$ cat config.mk
export PLATFORM = sky130hd
export DESIGN_NAME = biriscv_decode_queue
export DESIGN_NICKNAME = d
export VERILOG_FILES = /design/src/rtl/biriscv_decode_pkg.sv /design/src/rtl/biriscv_decode_lane.sv /design/src/rtl/biriscv_decode_queue.sv
export SDC_FILE = /design/constraint.sdc
export NUM_CORES = 2
export LEC_CHECK = 0
export BUFFER_PORTS_ARGS = -buffer_cell sky130_fd_sc_hd__buf_2
export CORE_ASPECT_RATIO = 1.5
export CORE_MARGIN = 2
export CORE_UTILIZATION = 61
export CTS_CLUSTER_SIZE = 10
export DETAILED_ROUTE_END_ITERATION = 8
export PLACE_DENSITY = 0.8
export RECOVER_POWER = 100
export SLEW_MARGIN = 25
export SYNTH_ARGS = -nofsm -noshare
export SYNTH_HDL_FRONTEND = slang
export SYNTH_SLANG_ARGS = --single-unit
$ cat constraint.sdc
create_clock -name clk_i -period 10 [get_ports clk_i]
set_input_delay 1 -clock clk_i [delete_from_list [all_inputs] [get_ports clk_i]]
set_output_delay 1 -clock clk_i [all_outputs]
set_load 0.01 [all_outputs]
$ cat src/rtl/biriscv_decode_pkg.sv
`default_nettype none
// ============================================================================
//  Module      : biriscv_decode_pkg
//  Description : Shared definitions for the multi-lane decode queue:
//                class-flag bit positions, the decoded-entry record and the
//                RV32IM opcode/funct constants used by the lane classifier.
//  Ports       : (package - none)
//  Revision    : 1.0 - initial release
// ============================================================================
package biriscv_decode_pkg;

  // Class vector layout: {invalid, csr, div, mul, branch, lsu, exec, rd_valid}
  localparam int CLASS_W      = 8;
  localparam int CLS_RD_VALID = 0;
  localparam int CLS_EXEC     = 1;
  localparam int CLS_LSU      = 2;
  localparam int CLS_BRANCH   = 3;
  localparam int CLS_MUL      = 4;
  localparam int CLS_DIV      = 5;
  localparam int CLS_CSR      = 6;
  localparam int CLS_INVALID  = 7;

  // Major opcodes (bits 6:0)
  localparam logic [6:0] OPC_LOAD     = 7'b0000011;
  localparam logic [6:0] OPC_MISC_MEM = 7'b0001111;
  localparam logic [6:0] OPC_OP_IMM   = 7'b0010011;
  localparam logic [6:0] OPC_AUIPC    = 7'b0010111;
  localparam logic [6:0] OPC_STORE    = 7'b0100011;
  localparam logic [6:0] OPC_OP       = 7'b0110011;
  localparam logic [6:0] OPC_LUI      = 7'b0110111;
  localparam logic [6:0] OPC_BRANCH   = 7'b1100011;
  localparam logic [6:0] OPC_JALR     = 7'b1100111;
  localparam logic [6:0] OPC_JAL      = 7'b1101111;
  localparam logic [6:0] OPC_SYSTEM   = 7'b1110011;

  // funct7 values
  localparam logic [6:0] F7_BASE       = 7'b0000000;
  localparam logic [6:0] F7_ALT        = 7'b0100000;
  localparam logic [6:0] F7_MULDIV     = 7'b0000001;
  localparam logic [6:0] F7_SFENCE_VMA = 7'b0001001;

  // Fully-specified SYSTEM encodings
  localparam logic [31:0] INST_ECALL  = 32'h0000_0073;
  localparam logic [31:0] INST_EBREAK = 32'h0010_0073;
  localparam logic [31:0] INST_MRET   = 32'h3020_0073;
  localparam logic [31:0] INST_WFI    = 32'h1050_0073;

  typedef struct packed {
    logic [31:0]        pc;
    logic [31:0]        opcode;
    logic [CLASS_W-1:0] cls;
    logic [4:0]         rd;
    logic [4:0]         rs1;
    logic [4:0]         rs2;
  } decode_entry_t;

endpackage : biriscv_decode_pkg
`default_nettype wire

$ cat src/rtl/biriscv_decode_lane.sv
`default_nettype none
// ============================================================================
//  Module      : biriscv_decode_lane
//  Description : Purely combinational classifier for one fetched opcode.
//                Produces the 8-bit class vector and raw register fields.
//  Ports       : opcode_i         - 32-bit instruction word
//                fault_i          - fetch fault; forces an invalid entry
//                enable_muldiv_i  - runtime M-extension enable
//                class_o          - {invalid,csr,div,mul,branch,lsu,exec,rd_valid}
//                rd_o/rs1_o/rs2_o - register index fields of the word
//  Revision    : 1.0 - initial release
// ============================================================================
module biriscv_decode_lane
  import biriscv_decode_pkg::*;
#(
  parameter int SUPPORT_MULDIV = 1
) (
  input  logic [31:0]        opcode_i,
  input  logic               fault_i,
  input  logic               enable_muldiv_i,
  output logic [CLASS_W-1:0] class_o,
  output logic [4:0]         rd_o,
  output logic [4:0]         rs1_o,
  output logic [4:0]         rs2_o
);

  logic [6:0] w_opc;
  logic [2:0] w_f3;
  logic [6:0] w_f7;
  logic       w_muldiv_en;

  assign w_opc       = opcode_i[6:0];
  assign w_f3        = opcode_i[14:12];
  assign w_f7        = opcode_i[31:25];
  assign w_muldiv_en = (SUPPORT_MULDIV != 0) && enable_muldiv_i;

  assign rd_o  = opcode_i[11:7];
  assign rs1_o = opcode_i[19:15];
  assign rs2_o = opcode_i[24:20];

  logic w_known;
  logic w_exec;
  logic w_lsu;
  logic w_branch;
  logic w_mul;
  logic w_div;
  logic w_csr;
  logic w_writes_rd;

  always_comb begin
    w_known     = 1'b0;
    w_exec      = 1'b0;
    w_lsu       = 1'b0;
    w_branch    = 1'b0;
    w_mul       = 1'b0;
    w_div       = 1'b0;
    w_csr       = 1'b0;
    w_writes_rd = 1'b0;

    case (w_opc)
      OPC_OP: begin
        // funct7=0100000 is only legal for SUB and SRA
        if ((w_f7 == F7_BASE) ||
            ((w_f7 == F7_ALT) && ((w_f3 == 3'b000) || (w_f3 == 3'b101)))) begin
          w_known     = 1'b1;
          w_exec      = 1'b1;
          w_writes_rd = 1'b1;
        end else if ((w_f7 == F7_MULDIV) && w_muldiv_en) begin
          w_known     = 1'b1;
          w_writes_rd = 1'b1;
          // funct3[2] separates DIV/DIVU/REM/REMU from the MUL family
          if (w_f3[2]) w_div = 1'b1;
          else         w_mul = 1'b1;
        end
      end
      OPC_OP_IMM: begin
        // shift-immediates carry a funct7 in imm[11:5]
        case (w_f3)
          3'b001:  w_known = (w_f7 == F7_BASE);
          3'b101:  w_known = (w_f7 == F7_BASE) || (w_f7 == F7_ALT);
          default: w_known = 1'b1;
        endcase
        w_exec      = w_known;
        w_writes_rd = w_known;
      end
      OPC_LUI, OPC_AUIPC: begin
        w_known     = 1'b1;
        w_exec      = 1'b1;
        w_writes_rd = 1'b1;
      end
      OPC_JAL: begin
        w_known     = 1'b1;
        w_branch    = 1'b1;
        w_writes_rd = 1'b1;
      end
      OPC_JALR: begin
        w_known     = (w_f3 == 3'b000);
        w_branch    = w_known;
        w_writes_rd = w_known;
      end
      OPC_BRANCH: begin
        w_known  = (w_f3 != 3'b010) && (w_f3 != 3'b011);
        w_branch = w_known;
      end
      OPC_LOAD: begin
        w_known     = (w_f3 != 3'b011) && (w_f3 != 3'b111);
        w_lsu       = w_known;
        w_writes_rd = w_known;
      end
      OPC_STORE: begin
        w_known = (w_f3 == 3'b000) || (w_f3 == 3'b001) || (w_f3 == 3'b010);
        w_lsu   = w_known;
      end
      OPC_MISC_MEM: begin
        // FENCE and FENCE.I
        w_known = (w_f3 == 3'b000) || (w_f3 == 3'b001);
        w_csr   = w_known;
      end
      OPC_SYSTEM: begin
        if (w_f3 == 3'b000) begin
          w_known = (opcode_i == INST_ECALL) || (opcode_i == INST_EBREAK) ||
                    (opcode_i == INST_MRET)  || (opcode_i == INST_WFI)    ||
                    ((w_f7 == F7_SFENCE_VMA) && (opcode_i[11:7] == 5'd0));
          w_csr   = w_known;
        end else if (w_f3 != 3'b100) begin
          w_known     = 1'b1;
          w_csr       = 1'b1;
          w_writes_rd = 1'b1;
        end
      end
      default: ;
    endcase
  end

  always_comb begin
    class_o = '0;
    if (fault_i || !w_known) begin
      class_o[CLS_INVALID] = 1'b1;
      class_o[CLS_CSR]     = 1'b1;
    end else begin
      class_o[CLS_EXEC]     = w_exec;
      class_o[CLS_LSU]      = w_lsu;
      class_o[CLS_BRANCH]   = w_branch;
      class_o[CLS_MUL]      = w_mul;
      class_o[CLS_DIV]      = w_div;
      class_o[CLS_CSR]      = w_csr;
      class_o[CLS_RD_VALID] = w_writes_rd && (opcode_i[11:7] != 5'd0);
    end
  end

endmodule : biriscv_decode_lane
`default_nettype wire

$ cat src/rtl/biriscv_decode_queue.sv
`default_nettype none
// ============================================================================
//  Module      : biriscv_decode_queue
//  Description : Registered in-order decode buffer between fetch and issue.
//                Classifies up to LANES instructions per cycle, compacts the
//                valid ones into a DEPTH-entry circular queue and presents the
//                oldest LANES entries to issue.
//  Ports       : clk_i, rst_i        - clock, synchronous active-high reset
//                in_valid_i/pc/opcode/fault - fetch bundle (holes allowed)
//                in_accept_o         - bundle taken this cycle
//                enable_muldiv_i     - runtime M-extension enable
//                flush_i             - drop all queued and incoming entries
//                out_valid_o         - thermometer of valid head lanes
//                out_pc/opcode/class/rd/rs1/rs2_o - head entries (0 when invalid)
//                out_pop_i           - head entries consumed this cycle
//                level_o             - occupancy
//  Revision    : 1.0 - initial release
// ============================================================================
module biriscv_decode_queue
  import biriscv_decode_pkg::*;
#(
  parameter int LANES          = 2,
  parameter int DEPTH          = 8,
  parameter int SUPPORT_MULDIV = 1
) (
  input  logic                         clk_i,
  input  logic                         rst_i,
  input  logic [LANES-1:0]             in_valid_i,
  input  logic [LANES*32-1:0]          in_pc_i,
  input  logic [LANES*32-1:0]          in_opcode_i,
  input  logic [LANES-1:0]             in_fault_i,
  output logic                         in_accept_o,
  input  logic                         enable_muldiv_i,
  input  logic                         flush_i,
  output logic [LANES-1:0]             out_valid_o,
  output logic [LANES*32-1:0]          out_pc_o,
  output logic [LANES*32-1:0]          out_opcode_o,
  output logic [LANES*CLASS_W-1:0]     out_class_o,
  output logic [LANES*5-1:0]           out_rd_o,
  output logic [LANES*5-1:0]           out_rs1_o,
  output logic [LANES*5-1:0]           out_rs2_o,
  input  logic [$clog2(LANES+1)-1:0]   out_pop_i,
  output logic [$clog2(DEPTH+1)-1:0]   level_o
);

  localparam int PW = $clog2(DEPTH);
  localparam int LW = $clog2(DEPTH+1);
  localparam int CW = $clog2(LANES+1);

  // --------------------------------------------------------------------------
  // Per-lane classification
  // --------------------------------------------------------------------------
  decode_entry_t w_lane_entry [LANES];

  for (genvar g = 0; g < LANES; g++) begin : g_lane
    logic [CLASS_W-1:0] w_cls;
    logic [4:0]         w_rd;
    logic [4:0]         w_rs1;
    logic [4:0]         w_rs2;

    biriscv_decode_lane #(
      .SUPPORT_MULDIV (SUPPORT_MULDIV)
    ) u_dec (
      .opcode_i        (in_opcode_i[g*32 +: 32]),
      .fault_i         (in_fault_i[g]),
      .enable_muldiv_i (enable_muldiv_i),
      .class_o         (w_cls),
      .rd_o            (w_rd),
      .rs1_o           (w_rs1),
      .rs2_o           (w_rs2)
    );

    assign w_lane_entry[g] = '{pc:     in_pc_i[g*32 +: 32],
                               opcode: in_opcode_i[g*32 +: 32],
                               cls:    w_cls,
                               rd:     w_rd,
                               rs1:    w_rs1,
                               rs2:    w_rs2};
  end

  // --------------------------------------------------------------------------
  // Pointers, level and compaction
  // --------------------------------------------------------------------------
  logic [LW-1:0] level_q;
  logic [LW-1:0] level_d;
  logic [PW-1:0] rd_ptr_q;
  logic [PW-1:0] rd_ptr_d;
  logic [PW-1:0] wr_ptr_q;
  logic [PW-1:0] wr_ptr_d;

  // Slot offset of each lane within the bundle = number of valid lanes below it
  logic [CW-1:0] w_slot [LANES];
  logic [CW-1:0] w_push_cnt;

  always_comb begin
    w_push_cnt = '0;
    for (int k = 0; k < LANES; k++) begin
      w_slot[k]  = w_push_cnt;
      w_push_cnt = w_push_cnt + CW'(in_valid_i[k]);
    end
  end

  logic          w_push_en;
  logic [CW-1:0] w_pushed;
  logic [LW-1:0] w_pop_req;
  logic [LW-1:0] w_pop_eff;

  // Acceptance looks only at the registered level so it never depends on pop
  assign in_accept_o = (level_q <= LW'(DEPTH - LANES));
  assign w_push_en   = in_accept_o && !flush_i && !rst_i;
  assign w_pushed    = w_push_en ? w_push_cnt : '0;
  assign w_pop_req   = LW'(out_pop_i);
  assign w_pop_eff   = (w_pop_req > level_q) ? level_q : w_pop_req;

  assign level_d  = level_q + LW'(w_pushed) - w_pop_eff;
  assign rd_ptr_d = rd_ptr_q + PW'(w_pop_eff);
  assign wr_ptr_d = wr_ptr_q + PW'(w_pushed);

  always_ff @(posedge clk_i) begin
    if (rst_i || flush_i) begin
      level_q  <= '0;
      rd_ptr_q <= '0;
      wr_ptr_q <= '0;
    end else begin
      level_q  <= level_d;
      rd_ptr_q <= rd_ptr_d;
      wr_ptr_q <= wr_ptr_d;
    end
  end

  // --------------------------------------------------------------------------
  // Storage (not reset; outputs are gated by level instead)
  // --------------------------------------------------------------------------
  decode_entry_t mem_q [DEPTH];

  always_ff @(posedge clk_i) begin
    if (w_push_en) begin
      for (int k = 0; k < LANES; k++) begin
        if (in_valid_i[k]) begin
          mem_q[wr_ptr_q + PW'(w_slot[k])] <= w_lane_entry[k];
        end
      end
    end
  end

  // --------------------------------------------------------------------------
  // Head window
  // --------------------------------------------------------------------------
  for (genvar g = 0; g < LANES; g++) begin : g_out
    decode_entry_t w_head;

    assign w_head         = mem_q[rd_ptr_q + PW'(g)];
    assign out_valid_o[g] = (level_q > LW'(g));

    assign out_pc_o[g*32 +: 32]               = out_valid_o[g] ? w_head.pc     : '0;
    assign out_opcode_o[g*32 +: 32]           = out_valid_o[g] ? w_head.opcode : '0;
    assign out_class_o[g*CLASS_W +: CLASS_W]  = out_valid_o[g] ? w_head.cls    : '0;
    assign out_rd_o[g*5 +: 5]                 = out_valid_o[g] ? w_head.rd     : '0;
    assign out_rs1_o[g*5 +: 5]                = out_valid_o[g] ? w_head.rs1    : '0;
    assign out_rs2_o[g*5 +: 5]                = out_valid_o[g] ? w_head.rs2    : '0;
  end

  assign level_o = level_q;

endmodule : biriscv_decode_queue
`default_nettype wire

==> flow_metrics.env <==
export IMPL_status="finished with violations"
export IMPL_violations="capacitance limit, slew limit"
export IMPL_max_freq_mhz=135
export IMPL_async_reset_ff_frac=0
export IMPL_ys_seq_area_frac=0.491
export IMPL_r2r_setup_slack_ns=2.60
export IMPL_grt_ovfl_total=0
export IMPL_grt_max_degree=149
export IMPL_reg2reg_from="level_o[3]"
export IMPL_layout_nets=3572
export IMPL_firstDrtPassIters=7
export IMPL_period_share=0.740
export IMPL_rsz0062_at_grt="false"
export IMPL_setup_viol=0
export IMPL_ys_warn_count=0
export IMPL_ant_nets=0
export IMPL_clk_pin_slew_ns=0.06
export IMPL_viasPerCell=6.68
export IMPL_drv_slew=1551
export IMPL_maxCapViolCount=40
export IMPL_grt_first_pass_wirelength_mm=170
export IMPL_drcViolationCount=0
export IMPL_fillCellCount=4459
export IMPL_core_area_mm2=0.0578
export IMPL_layout_commonest_cell="nand2_1"
export IMPL_final_setup_tns_ns=0
export IMPL_synth_nets=3517
export IMPL_placed_cells=4111
export IMPL_hp_class="register to register"
export IMPL_rr_worst_depth=11
export IMPL_die_area_mm2=0.0604
export IMPL_dp_hpwl_mm=68.0
export IMPL_syn_area_per_cell_um2=10.6
export IMPL_area_growth_pct=7.84
export IMPL_cts_root_buf="clkbuf_16"
export IMPL_drive_above_1_share=0.174
export IMPL_synthCells=3359
export IMPL_antenna_found_initial=10
export IMPL_hold_buffers=0
export IMPL_critPathArrivalTime_ns=7.68
export IMPL_grt_pass1_vias=28255
export IMPL_syn_area_mm2=0.0356
export IMPL_crit_type="register to register"
export IMPL_leakagePower_uw=0.0141
export IMPL_hold_viol=0
export IMPL_critPathCaptureType="register"
export IMPL_numCtsBuffers=68
export IMPL_cts_tree="yes"
export IMPL_tightest_slew_ns=4.92
export IMPL_synth_ff_type="edfxtp_1"
export IMPL_period_needed_ns=7.40
export IMPL_clock_latency_ns=0.60
export IMPL_r2r_end="mem_q[1][35]"
export IMPL_slew_headroom=-2.28
export IMPL_final_cell_mix="nand2_1 (1481), edfxtp_1 (576), mux4_2 (288), clkbuf_1 (219), buf_2 (147)"
export IMPL_wire_per_inst_um=27.1
export IMPL_row_count=108
export IMPL_p_total_uw=7800
export IMPL_crit_path_start="level_o[3]"
export IMPL_clock_path_buffers=3
export IMPL_ys_seq_elements=586
export IMPL_ir_drop_uv=234
export IMPL_port_buffers=318
export IMPL_pin_count=319
export IMPL_cp_endpoint="mem_q[1][35]"
export IMPL_die_w_um=201
export IMPL_drtIter0Drc=3730
export IMPL_vias=28131
export IMPL_whs_path_depth=3
export IMPL_postCtsSetupBuffers=0
export IMPL_synth_cell_type_count=64
export IMPL_ctsHtreeMaxLevel=3
export IMPL_required_ns=10.28
export IMPL_drt_total_wl_mm=114
export IMPL_clock_skew_ns=0.0316
export IMPL_start_kind="register"
export IMPL_cp_max_fo=23
export IMPL_grt_total_usage=0.377
export IMPL_start_util=0.616
export IMPL_postCtsResizedCells=0
export IMPL_cts_sinks=586
export IMPL_powerDensity_mw_per_mm2=203
export IMPL_die_h_um=300
export IMPL_hold_ws_ns=0.711
export IMPL_synth_edf_count=576
export IMPL_routabilityCongestion=0.884
export IMPL_fin_cells=4213
power breakdown:
group          internal (µW)  switching (µW)  total [µW]
Combinational           1060            1700        2760
Sequential              2760            74.9        2830
Clock                   1250             961        2210
how the worst min path moves through the flow:
stage	startpoint	end	slack, ns
floorplan	rd_ptr_q[0]	rd_ptr_q[0]	0.57
global placement	wr_ptr_q[1]	wr_ptr_q[1]	0.67
detailed placement	wr_ptr_q[1]	wr_ptr_q[1]	0.67
CTS	wr_ptr_q[1]	wr_ptr_q[1]	0.68
global route	wr_ptr_q[2]	wr_ptr_q[2]	0.76
finish	wr_ptr_q[1]	wr_ptr_q[1]	0.71
cell type report:
cell class / count / area (µm²) / area share
sequential: 586 / 17500 / 0.456
multi-input combinational: 2366 / 16300 / 0.424
clock buffer: 85 / 1790 / 0.0465
timing repair buffer: 367 / 1700 / 0.0442
tap: 770 / 963 / 0.0251
inverter: 25 / 93.8 / 0.00244
clock inverter: 5 / 58.8 / 0.00153
antenna: 9 / 22.5 / 0.000586
flip-flops by register name, summed over array words and instances, names as in the netlist:
signal / flops
level_o: 4
mem_q: 576
rd_ptr_q: 3
wr_ptr_q: 3
worst max-delay path, stage by stage (launching register included):
cell and delay (ns):
dfxtp_1 0.34, inv_1 0.08, ha_1 0.19, nand2_1 0.08, mux2i_1 0.30, and2_0 0.40
and3_1 0.39, nand2_1 0.81, o21ai_0 1.45, clkbuf_1 1.31, clkbuf_1 1.36, buf_12 0.31
cells in the mapped netlist, types with 4 or more instances:
cell type  count  share of area
and2_1         4        0.00070
mux2i_1       89          0.025
nor2_1       100          0.011
buf_2        106          0.015
nand2_1     1482           0.16
a21oi_1       94          0.013
buf_1         79         0.0083
or3_1          6         0.0011
nand4_1        5        0.00088
nor3_1        17         0.0024
nand2b_1       4        0.00070
xor2_1         6         0.0015
nor3_2         6         0.0017
a21o_1         4        0.00084
xnor2_1        5         0.0012
and3_1         8         0.0014
mux2_1        16         0.0051
clkbuf_1     148          0.016
buf_4         44         0.0093
nor2b_1        4        0.00070
nor4_1         6         0.0011
inv_1         24         0.0025
a211o_1        5         0.0012
edfxtp_1     576           0.49
dfxtp_1       10         0.0056
nand3_1       12         0.0017
mux2_2        49          0.015
mux4_2       288           0.18
o21ai_0       91          0.013
ha_1          17         0.0060
kinds of logic (layout without fill, tap and decap cells):
| logic type | count (synthesis) | in the layout | share of synthesized area |
|---|---|---|---|
| AO/OA/AOI/OAI | 216 | 216 | 0.0338 |
| flip-flops | 586 | 586 | 0.491 |
| other | 0 | 9 | 0 |
| adder cells (fa/ha/maj) | 20 | 20 | 0.00766 |
| XOR/XNOR | 11 | 11 | 0.00270 |
| AND/OR/NAND/NOR | 1677 | 1677 | 0.185 |
| buffers and inverters | 407 | 482 | 0.0519 |
| multiplexers | 442 | 442 | 0.228 |
metrics by stage:
stage	utilization	setup WS (ns)	cell area, µm²
3_5_place_dp	0.642	5.15	37100
2_1_floorplan	-	2.53	35600
5_1_grt	0.664	2.45	38400
3_3_place_gp	0.640	5.23	37000
4_1_cts	0.674	4.67	39000
6_report	0.664	2.60	38400
routing by layer:
| metal | up-vias | GRT usage | part of all wire |
|---|---|---|---|
| met1 | 13455 | 0.460 | 0.32 |
| li1 | 11818 | - | - |
| met4 | 2 | 0.235 | 0.068 |
| met3 | 534 | 0.0715 | 0.12 |
| met2 | 2322 | 0.627 | 0.49 |
| met5 | - | 0 | 0.00011 |
No activity file was read; power rests on OpenSTA's default activity.
